===== config.mk =====
export PLATFORM = sky130hd
export DESIGN_NAME = conversor_7seg_binario
export DESIGN_NICKNAME = d
export VERILOG_FILES = /design/src/rtl/conversor_7seg_binario.sv
export SDC_FILE = /design/constraint.sdc
export NUM_CORES = 1
export LEC_CHECK = 0
export BUFFER_PORTS_ARGS = -buffer_cell sky130_fd_sc_hd__buf_4
export CORE_UTILIZATION = 45
export DETAILED_ROUTE_END_ITERATION = 7
export PLACE_DENSITY = 0.76
export SETUP_SLACK_MARGIN = 0.05
export SLEW_MARGIN = 20
export SYNTH_ARGS = -nofsm -noshare
export SYNTH_HDL_FRONTEND = slang
export SYNTH_SLANG_ARGS = --single-unit

===== constraint.sdc =====
create_clock -name clock -period 5.3 [get_ports clock]
set_input_delay 0.265 -clock clock [delete_from_list [all_inputs] [get_ports clock]]
set_output_delay 0.265 -clock clock [all_outputs]
set_load 0.02 [all_outputs]

===== src/rtl/conversor_7seg_binario.sv =====
// conversor_7seg_binario
//   Turns eight active-low 7-segment digit codes (gfedcba) back into a 32-bit
//   unsigned value. It is the inverse of the binary-to-7-segment converter.
//   A start pulse snapshots the displays. One Horner step (acc*10 + digit) is
//   then done per clock, from display7 (MSD) down to display0 (units).
//
//   Build option: CONVERSOR_BLANK_ZERO_EN
//     Defined   - blank code 1111111 decodes as 0 and is not an error.
//     Undefined - blank code is invalid: it decodes as 0 and sets erro.
//
// Ports
//   clock               rising-edge clock
//   reset               synchronous, active-high
//   inicio              start request, sampled only in IDLE
//   display0..display7  active-low segment codes, display0 = units digit
//   saida   [31:0]      converted value, held until the next completion
//   ocupado             high while a conversion is in progress
//   pronto              one-cycle pulse when saida/erro are updated
//   erro                last conversion saw at least one invalid code

// Single-digit segment decoder. Invalid codes yield 0 with bad=1.
module conversor_7seg_dig (
  input  logic [6:0] seg,
  output logic [3:0] val,
  output logic       bad
);
  always_comb begin
    val = 4'd0;
    bad = 1'b0;
    case (seg)
      7'b1000000: val = 4'd0;
      7'b1111001: val = 4'd1;
      7'b0100100: val = 4'd2;
      7'b0110000: val = 4'd3;
      7'b0011001: val = 4'd4;
      7'b0010010: val = 4'd5;
      7'b0000010: val = 4'd6;
      7'b1111000: val = 4'd7;
      7'b0000000: val = 4'd8;
      7'b0010000: val = 4'd9;
`ifdef CONVERSOR_BLANK_ZERO_EN
      7'b1111111: val = 4'd0;    // suppressed leading zero
`endif
      default:    bad = 1'b1;
    endcase
  end
endmodule

module conversor_7seg_binario (
  input  logic        clock,
  input  logic        reset,
  input  logic        inicio,
  input  logic [6:0]  display0,
  input  logic [6:0]  display1,
  input  logic [6:0]  display2,
  input  logic [6:0]  display3,
  input  logic [6:0]  display4,
  input  logic [6:0]  display5,
  input  logic [6:0]  display6,
  input  logic [6:0]  display7,
  output logic [31:0] saida,
  output logic        ocupado,
  output logic        pronto,
  output logic        erro
);
  localparam int NDIG = 8;

  typedef enum logic {IDLE, CONV} state_t;

  state_t                 state;
  logic [NDIG-1:0][6:0]   snap;
  logic [NDIG-1:0][3:0]   dval;
  logic [NDIG-1:0]        dbad;
  logic [2:0]             idx;
  logic [31:0]            acc;
  logic [31:0]            nxt;
  logic                   errf;

  // Every snapshot digit is decoded in parallel. The step logic only muxes the current index.
  for (genvar g = 0; g < NDIG; g++) begin : g_dig
    conversor_7seg_dig u_dig (
      .seg (snap[g]),
      .val (dval[g]),
      .bad (dbad[g])
    );
  end

  // acc*10 as shift-add. The maximum 99,999,999 fits well inside 32 bits.
  assign nxt = (acc << 3) + (acc << 1) + {28'd0, dval[idx]};

  always_ff @(posedge clock) begin
    if (reset) begin
      state   <= IDLE;
      snap    <= '0;
      acc     <= '0;
      idx     <= '0;
      errf    <= 1'b0;
      saida   <= '0;
      ocupado <= 1'b0;
      pronto  <= 1'b0;
      erro    <= 1'b0;
    end else begin
      pronto <= 1'b0;
      case (state)
        IDLE: begin
          if (inicio) begin
            snap    <= {display7, display6, display5, display4,
                        display3, display2, display1, display0};
            acc     <= '0;
            errf    <= 1'b0;
            idx     <= 3'd7;
            ocupado <= 1'b1;
            state   <= CONV;
          end
        end
        CONV: begin
          if (idx != 3'd0) begin
            acc  <= nxt;
            errf <= errf | dbad[idx];
            idx  <= idx - 3'd1;
          end else begin
            // The last step writes straight to the outputs, so results change only here.
            saida   <= nxt;
            erro    <= errf | dbad[0];
            pronto  <= 1'b1;
            ocupado <= 1'b0;
            state   <= IDLE;
          end
        end
        default: state <= IDLE;
      endcase
    end
  end
endmodule


==> impl_metrics.ini, run 1 <==
[synthesis]
synth-simple-area-share_pct = 25.6
ys_seq_area_share_pct = 30.8
synthCells = 1108
synth_top_family_by_area = compound AO/OA/AOI/OAI gates
synth_fa_ha_area_share_pct = 9.56
synth_xor_area_share_pct = 3.07
synth_area_leaders = dfxtp_1 (31%), nand2_1 (9.3%), ha_1 (9.1%)
synthFlopType = dfxtp_1
syn_nets = 1229
async_reset_ff_share_pct = 0
synth_area_um2 = 8270
ys_seq_elements = 127
synthMuxAreaShare_pct = 0.393
synth-edff-count = 0
yosys.area.top_type = dfxtp_1
syn_avg_cell_area_um2 = 7.46
ys_types = 76
synth_top_area_share_pct = 30.8
synth_compound_area_share_pct = 25.8
synth_warnings = 0

[sta]
rsz0062_at_grt = no
fmax_mhz = 213
relSlewSlack_pct = 35.5
finalMaxSlewViolations = 0
holdWs_ps = 72.1
finClkSkew_ps = 9.65
setup_viol = 0
hold_violations = 0
finalCriticalPeriod_ps = 4700
post-route-period-util_pct = 88.6
worstMarginPinSlew_ps = 967
finalSetupTns_ps = 0

[worst_setup_path]
crit_type = reg2reg
cp.depth = 13
cp-end-kind = register
crit_chain = nor4_1, a221oi_1, nor3_1, a21oi_1, fa_1, fa_1, nand2b_1, a211oi_2, o21ai_1, a211oi_2, o2111ai_1, and4_1, or3_1
slowest_stage = dfxtp_1
rr_worst_depth = 13
cp_top_family = compound AO/OA/AOI/OAI gates
cpPeakStageDelay_ps = 920
critPathArrivalTime_ps = 5020
critPathMaxFanout = 27
startpoint_type = register
critical_path_required_ps = 5620
crit_buf_inv = 0

[clocking]
cts_hold_buf = 0
ctsRootBufferMaster = clkbuf_16
cts_tree = done
post-cts-setup-buffers = 0
cts_max_level = 4
postCtsResizedCells = 0
path_clk_slew_ps = 60
cts_inserted_buffers = 17
clk_latency_ps = 440
cts.sinks = 127
clockBufferDepth = 2

[min_path]
hold_path.class = in2reg
holdPathStages = 3

[job]
cap_viol_max_count = 0

[global_route]
overflow = 0
grt_pass1_vias = 7150
grt_pass1_wl_um = 34700
antenna_found_initial = 0
grt_max_degree = 83
track_usage_pct = 23.2

[outcome]
status = finished clean

[floorplan]
chipWidth_um = 138
io_pins = 94
dieArea_um2 = 18900
fp.coreArea_um2 = 18000
fp.dieH_um = 138
core.rowCount = 49
start_util_pct = 46.0

[final_layout]
utilization_pct = 53.5
layout.nets = 1267
diodes = 0
drive_above_1_share_pct = 12.9
area_growth_pct = 16.1

[detailed_routing]
vias_per_cell = 5.83
wl_per_cell_um = 15.4
drc_errors = 0
routed_wirelength_um = 21400
vias = 8096
drtIter0Drc = 650
ant_nets = 0
first_pass_iters = 5

[placed_design]
gp_congestion = 0.898
io_buffers = 93
dpl.hpwl_um = 14900

[pwr]
powerDensity_nw_per_um2 = 273
p_leak_nw = 4.03
ir_worst_vdd_v = 0.000223
==> metrics by stage <==
step	worst slack [ps]	std cells	area, um2	power, W
2_1_floorplan	1190	1108	8270	0.00132
3_3_place_gp	818	1356	9010	0.00144
3_5_place_dp	683	1356	9010	0.00144
4_1_cts	637	1388	9600	0.00264
5_1_grt	308	1388	9600	0.00274
6_report	603	1388	9600	0.00262
==> worst reg2reg max path: cells and delay by family, from the launching register on <==
kind            cells  cell delay [ps]
compound gates      6             1640
simple gates        5             1070
fa+ha+maj           2              940
flops               1              920
==> where the power goes <==
part	switching [W]	leakage, nW	total (W)	internal, W
clock network	0.000457	0.282	0.00119	0.000737
registers	0.0000684	1.03	0.00106	0.000993
logic	0.000219	2.71	0.000368	0.000149
==> flip-flops by register name, summed over array words and instances, names as in the netlist <==
name and count:
acc 31, errf 1, erro 1, idx 3, ocupado 1, pronto 1
saida 32, snap 56, state 1
==> synth_stat cells, types with 5 or more instances <==
| master | instances |
|---|---|
| a2111oi_0 | 7 |
| a211oi_1 | 11 |
| a21o_1 | 13 |
| a21oi_1 | 143 |
| a22o_1 | 6 |
| a31oi_1 | 17 |
| a32oi_1 | 5 |
| and3_1 | 11 |
| buf_1 | 16 |
| clkbuf_1 | 62 |
| dfxtp_1 | 127 |
| ha_1 | 60 |
| inv_1 | 24 |
| nand2_1 | 205 |
| nand2b_1 | 11 |
| nand3_1 | 46 |
| nand4_1 | 14 |
| nand4b_1 | 6 |
| nor2_1 | 67 |
| nor2b_1 | 7 |
| nor3_1 | 32 |
| nor3b_1 | 5 |
| nor4_1 | 13 |
| o211ai_1 | 8 |
| o21a_1 | 7 |
| o21ai_0 | 34 |
| o21ai_1 | 7 |
| o22ai_1 | 5 |
| o31ai_1 | 11 |
| or3_1 | 12 |
| xnor2_1 | 15 |
| xor2_1 | 14 |
==> per-layer routing <==
metal	global-route usage (%)	vias to the layer above	share of wire, %
li1	-	4104	-
met1	32.9	3726	50
met2	34.5	240	43
met3	4.71	26	5.3
met4	8.49	0	2.0
met5	0	-	0
==> cell families after synthesis <==
family / count (synthesis)
AOI/OAI and AO/OA: 330
xor gates and xnor gates: 29
adders and majority gates: 62
buffers and inverters: 105
DFF: 127
muxes: 2
and+or+nand+nor: 453
==> final timing paths <==
path / slack, ps / to / startpoint
worst max register to register: 600 / saida[28] / idx[0]
worst min register to register: 450 / saida[22] / saida[22]
worst min-delay path: 70 / snap[50] / display7[1]
worst max-delay path: 600 / saida[28] / idx[0]
==> layout make-up <==
| class | count | area, um2 |
|---|---|---|
| fillers | 1718 | 8360 |
| multi-input cells | 876 | 5340 |
| flip-flops and latches | 127 | 2540 |
| repair buffers | 99 | 743 |
| clock buffers | 18 | 429 |
| well taps | 229 | 287 |
| clock inverters | 14 | 166 |
| inverters | 25 | 93.8 |
==> cells in the final DEF (no fill, tap or decap), drive strengths merged, types with 4 or more instances in the layout <==
cell / Yosys / layout
a311o: 4 / 4
a32oi: 5 / 5
clkinvlp: 0 / 4
nand3: 46 / 46
xor2: 14 / 14
clkinv: 0 / 5
a2111oi: 8 / 8
a21boi: 4 / 4
ha: 60 / 60
nand4b: 6 / 6
o211a: 4 / 4
nand4: 14 / 14
dfxtp: 127 / 127
a31oi: 17 / 17
and3: 11 / 11
nand3b: 4 / 4
or3: 12 / 12
a22o: 6 / 6
xnor2: 15 / 15
buf: 18 / 99
inv: 25 / 27
o22ai: 5 / 5
nor2b: 7 / 7
o21a: 7 / 7
a211oi: 14 / 14
nor4: 13 / 13
o31ai: 11 / 11
o21ai: 42 / 42
or2: 4 / 4
nand2b: 11 / 11
nand2: 205 / 205
o211ai: 8 / 8
a21o: 13 / 13
nor3b: 5 / 5
a21oi: 144 / 144
clkbuf: 62 / 18
nor3: 32 / 32
nor2: 67 / 67
(Power assumes the default switching activity.)
==> inputs of run 2 (changes only) <==
==> constraint.sdc (replaced) <==
create_clock -name clock -period 4.63 [get_ports clock]
set_input_delay 0.2315 -clock clock [delete_from_list [all_inputs] [get_ports clock]]
set_output_delay 0.2315 -clock clock [all_outputs]
set_load 0.02 [all_outputs]
==> run 2 against run 1 <==
  * Non-clock buffer count rose by 9
  * Combinational power rose by 20%
  * Clock power rose by 15%
  * Largest power group unchanged
==> impl_metrics.ini, run 2 (same netlist as run 1, synthesis figures left out) <==
[job]
cap_viol_max_count = 0

[worst_setup_path]
startpoint = snap[8]
crit_buf_inv = 1
cp_top_family = simple AND/OR/NAND/NOR gates
timing.rr.start = snap[8]
slowest_stage = fa_1
critPathMaxFanout = 6
rrSetupSlack_ps = 150
crit_chain = or3_1, nor4_1, a211oi_1, nor3_1, a21oi_1, fa_1, fa_1, nand2b_1, a211oi_2, o21ai_1, a211oi_2, buf_4, o2111ai_1, and4_1, or3_1
critical_path_required_ps = 4930
critPathArrivalTime_ps = 4770
startpoint_type = register
crit_type = reg2reg
cp-end-kind = register
cpPeakStageDelay_ps = 500

[detailed_routing]
first_pass_iters = 6
wl_per_cell_um = 15.7
routed_wirelength_um = 22000
vias = 8349
drtIter0Drc = 740
ant_nets = 0
vias_per_cell = 5.98
drc_errors = 0

[final_layout]
layout_commonest_cell = nand2_1
layout_common_cells = nand2_1 (204), a21oi_1 (143), dfxtp_1 (122), buf_4 (108), nor2_1 (65)
area_growth_pct = 17.7
largest_register_ffs = 56
fill_cells = 1670
layout.nets = 1276
largestRegisters = snap: 56 flops, saida: 32 flops, acc: 31 flops
final_cells = 1397
drive_above_1_share_pct = 14.9
diodes = 0
seqCellArea_um2 = 2550
regMostFlops = snap
multi_input_area_um2 = 5390

[global_route]
grt_max_degree = 84
grt_pass1_wl_um = 35700
overflow = 0
antenna_found_initial = 0
track_usage_pct = 23.8
grt_pass1_vias = 7290

[sta]
finalMaxSlewViolations = 0
finalCriticalPeriod_ps = 4480
worstMarginPinSlew_ps = 962
fmax_mhz = 223
rsz0062_at_grt = yes
hold_violations = 0
finClkSkew_ps = 11.7
relSlewSlack_pct = 35.8
post-route-period-util_pct = 96.7
setup_viol = 0

[clocking]
ctsRootBufferMaster = clkbuf_16
cts_inserted_buffers = 17
cts_hold_buf = 0
cts_tree = done
cts.sinks = 127
clockBufferDepth = 2
clk_latency_ps = 420
path_clk_slew_ps = 60
cts_max_level = 4

[placed_design]
gp_congestion = 0.898
io_buffers = 93
dpl.hpwl_um = 15300
dp.cells = 1362

[floorplan]
start_util_pct = 46.0
dieArea_um2 = 18900
chipWidth_um = 138
core.rowCount = 49
fp.dieH_um = 138
fp.coreArea_um2 = 18000
io_pins = 94

[pwr]
powerDensity_nw_per_um2 = 311
p_leak_nw = 4.10
finalPower_w = 0.00302
ir_worst_vdd_v = 0.000271

[min_path]
worstHoldStart = display7[1]
hold_path.class = in2reg

[outcome]
status = finished clean
==> run 2: changes by cell type in the layout (fill, tap and decap cells not counted), moves of 3 or more <==
cell,change
buf_4,+9
dfxtp_1,-5
dfxtp_2,+5
nor3_1,-3
nor3_2,+3
==> run 2: timing repair <==
item	CTS	global route
buffers inserted	0	3
setup endpoints to repair	0	12
resized for setup	0	15
==> run 2: power by group <==
part	switching (W)	leakage, nW	internal [W]	total [W]
logic	0.000265	2.77	0.000178	0.000443
clock network	0.000510	0.296	0.000858	0.00137
registers	0.0000749	1.04	0.00114	0.00121
total	0.000850	4.10	0.00217	0.00302
==> run 2: area by class of cell <==
type                            instances  share of cell area (%)
Clock buffer                           18                    4.51
Sequential cell                       127                    26.2
Tap cell                              229                    2.94
Inverter                               25                   0.964
Multi-Input combinational cell        876                    55.4
Timing Repair Buffer                  108                    8.33
Clock inverter                         14                    1.70
==> run 2: per-stage QoR <==
step	setup slack [ps]	setup TNS [ps]	hold WS, ps	util, %	instance area (um2)
5_1_grt	-64.1	-160	44.9	54.2	9730
3_3_place_gp	240	0	442	50.4	9050
6_report	155	0	52.7	54.2	9730
3_5_place_dp	231	0	449	50.4	9050
2_1_floorplan	524	0	367	-	8270
4_1_cts	172	0	38.0	53.8	9660
==> run 2: metal layers <==
metal / track usage (%) / part of all wire [%]
met3: 4.49 / 5.7
met1: 32.9 / 48
met2: 36.8 / 45
met4: 7.88 / 1.8
met5: 0 / 0
==> run 2: final timing paths <==
path | to | cells past startpoint
worst min register to register | saida[21] | 2
worst min-delay path | snap[50] | 3
worst max-delay path | saida[28] | 15
worst max register to register | saida[28] | 15
==> run 2: worst min-delay path: cells and delay by family <==
kind / cells / cell delay [ps]
AO/OA/AOI/OAI: 1 / 50
buffers and inverters: 1 / 110
AND/OR/NAND/NOR: 1 / 50
==> inputs of run 3 (changes only) <==
--- a/config.mk
+++ b/config.mk
@@ -8,7 +8,7 @@
 export BUFFER_PORTS_ARGS = -buffer_cell sky130_fd_sc_hd__buf_4
 export CORE_UTILIZATION = 45
 export DETAILED_ROUTE_END_ITERATION = 7
-export PLACE_DENSITY = 0.76
+export PLACE_DENSITY = 0.78
 export SETUP_SLACK_MARGIN = 0.05
 export SLEW_MARGIN = 20
 export SYNTH_ARGS = -nofsm -noshare
==> constraint.sdc (replaced) <==
create_clock -name clock -period 3.8 [get_ports clock]
set_input_delay 0.19 -clock clock [delete_from_list [all_inputs] [get_ports clock]]
set_output_delay 0.19 -clock clock [all_outputs]
set_load 0.02 [all_outputs]
==> run 3 against run 2 <==
  * Sequential share of layout area fell by 3.0 points
  * Utilization grew 7.4 points
  * Non-clock buffer count up 112
  * Global-route usage rose by 2.4 points
  * Wire length up 16%
  * Sequential power increased by 20%
  * Power rose by 28%
  * The run now ends with negative hold slack, negative setup slack left
  * Highest routed layer unchanged
  * Sequential cell count did not move
==> impl_metrics.ini, run 3 (same netlist as run 1, synthesis figures left out) <==
[sta]
finalMaxSlewViolations = 0
finClkSkew_ps = 11.5
relSlewSlack_pct = 38.4
post-route-period-util_pct = 104
finalCriticalPeriod_ps = 3970
hold_violations = 2
rsz0062_at_grt = yes
fmax_mhz = 252
finalWorstSetupSlack_ps = -170
setup_viol = 11
holdWs_ps = -4.78
worstMarginPinSlew_ps = 921

[placed_design]
dpl.hpwl_um = 16500
place_ws_ps = -320
gp_congestion = 0.906
dpl-instance-area_um2 = 9840
io_buffers = 93

[worst_setup_path]
critPathArrivalTime_ps = 4270
cp-end-kind = register
critPathMaxFanout = 4
crit_type = reg2reg
startpoint_type = register
critical_path_required_ps = 4100

[global_route]
overflow = 0
track_usage_pct = 26.1
antenna_found_initial = 0
grt_max_degree = 69
grt_pass1_wl_um = 39500
grt_pass1_vias = 8093

[pwr]
p_comb_share_pct = 18.9
p_clk_share_pct = 43.7
p_seq_share_pct = 37.3
powerDensity_nw_per_um2 = 351
p_leak_nw = 4.81
switchingPower_w = 0.00112
ir_worst_vdd_v = 0.000326
p_sw_share_pct = 28.9
p_int_w = 0.00276

[clocking]
cts.sinks = 127
clockBufferDepth = 2
cts_max_level = 4
path_clk_slew_ps = 60
cts_tree = done
cts_inserted_buffers = 17
clk_latency_ps = 440
ctsRootBufferMaster = clkbuf_16

[floorplan]
io_pins = 94
chipWidth_um = 138
start_util_pct = 46.0
dieArea_um2 = 18900
fp.dieH_um = 138
core.rowCount = 49
fp.coreArea_um2 = 18000

[final_layout]
multi_input_area_um2 = 5840
diodes = 0
fill_cells = 1489
largest_register_ffs = 56
layout_commonest_cell = buf_4
utilization_pct = 61.6
drive_above_1_share_pct = 28.1
seqCellArea_um2 = 2570
regMostFlops = snap
layout_common_cells = buf_4 (214), nand2_1 (204), a21oi_1 (130), dfxtp_1 (110), nor2_1 (64)
area_growth_pct = 33.8
largestRegisters = snap: 56 flops, saida: 32 flops, acc: 31 flops
layout.nets = 1388
final_area_um2 = 11100

[detailed_routing]
drc_errors = 0
first_pass_iters = 8
wl_per_cell_um = 16.9
vias = 9114
routed_wirelength_um = 25500
ant_nets = 0
vias_per_cell = 6.04
drtIter0Drc = 1141

[outcome]
violations = negative hold slack, negative setup slack
status = complete, but fails checks

[min_path]
hold_path.class = in2reg

[job]
cap_viol_max_count = 0
==> run 3: critical path, stage by stage (launching register included) <==
cell and delay (ps):
dfxtp_4 360, nor3b_2 160, a21oi_1 50, or4b_1 540
nand3_2 110, a31oi_1 90, nand2_1 80, o311a_1 220
ha_4 220, ha_4 160, buf_4 130, buf_4 140
a211oi_4 260, nor4_4 80, or4_4 450, a311o_1 360
a21oi_2 170, xor2_1 170, o21ai_1 80
==> run 3: area by class of cell <==
class                   count  share of cell area (%)
multi-input cells         876                    52.8
inverters                  25                   0.848
well taps                 229                    2.59
clock buffers              19                    4.00
repair buffers            220                    15.1
flip-flops and latches    127                    23.2
clock inverters            13                    1.47
==> run 3: final timing paths <==
path | cells past startpoint | from | slack [ps] | endpoint
min reg2reg | 2 | saida[22] | 460 | saida[22]
max reg2reg | 18 | snap[49] | -170 | acc[19]
max | 18 | snap[49] | -170 | acc[19]
min | 3 | display4[0] | -5 | snap[28]
==> run 3: metrics by stage <==
stage / TNS [ps] / power, W / std cells / hold WS, ps
floorplan: -234 / 0.00186 / 1108 / 326
global placement: -1640 / 0.00211 / 1459 / 438
detailed placement: -3260 / 0.00213 / 1459 / 448
CTS: -1180 / 0.00384 / 1505 / 1.37
global route: -4370 / 0.00402 / 1509 / 0.289
finish: -927 / 0.00388 / 1509 / -4.78
==> run 3: timing repair <==
action / 4_1_cts / 5_1_grt
pin swaps: 39 / 36
hold buffers: 1 / 1
setup buffers: 14 / 4
resized for setup: 45 / 66
endpoints found under the hold margin: 1 / 1
setup endpoints to repair: 36 / 48
==> run 3: per-layer routing <==
metal | vias up | GRT usage [%] | share of wire [%]
met3 | 81 | 5.26 | 7.4
met2 | 429 | 40.9 | 46
met5 | - | 0 | 0
met4 | 0 | 11.7 | 3.2
met1 | 4267 | 34.5 | 44
li1 | 4337 | - | -
==> run 3: power by group through the flow <==
stage	combinational [W]	sequential (W)	clock, W
6_report	0.000736	0.00145	0.00170
3_5_place_dp	0.000658	0.00147	0
5_1_grt	0.000801	0.00145	0.00177
2_1_floorplan	0.000405	0.00146	0
4_1_cts	0.000696	0.00144	0.00170
3_3_place_gp	0.000646	0.00147	0
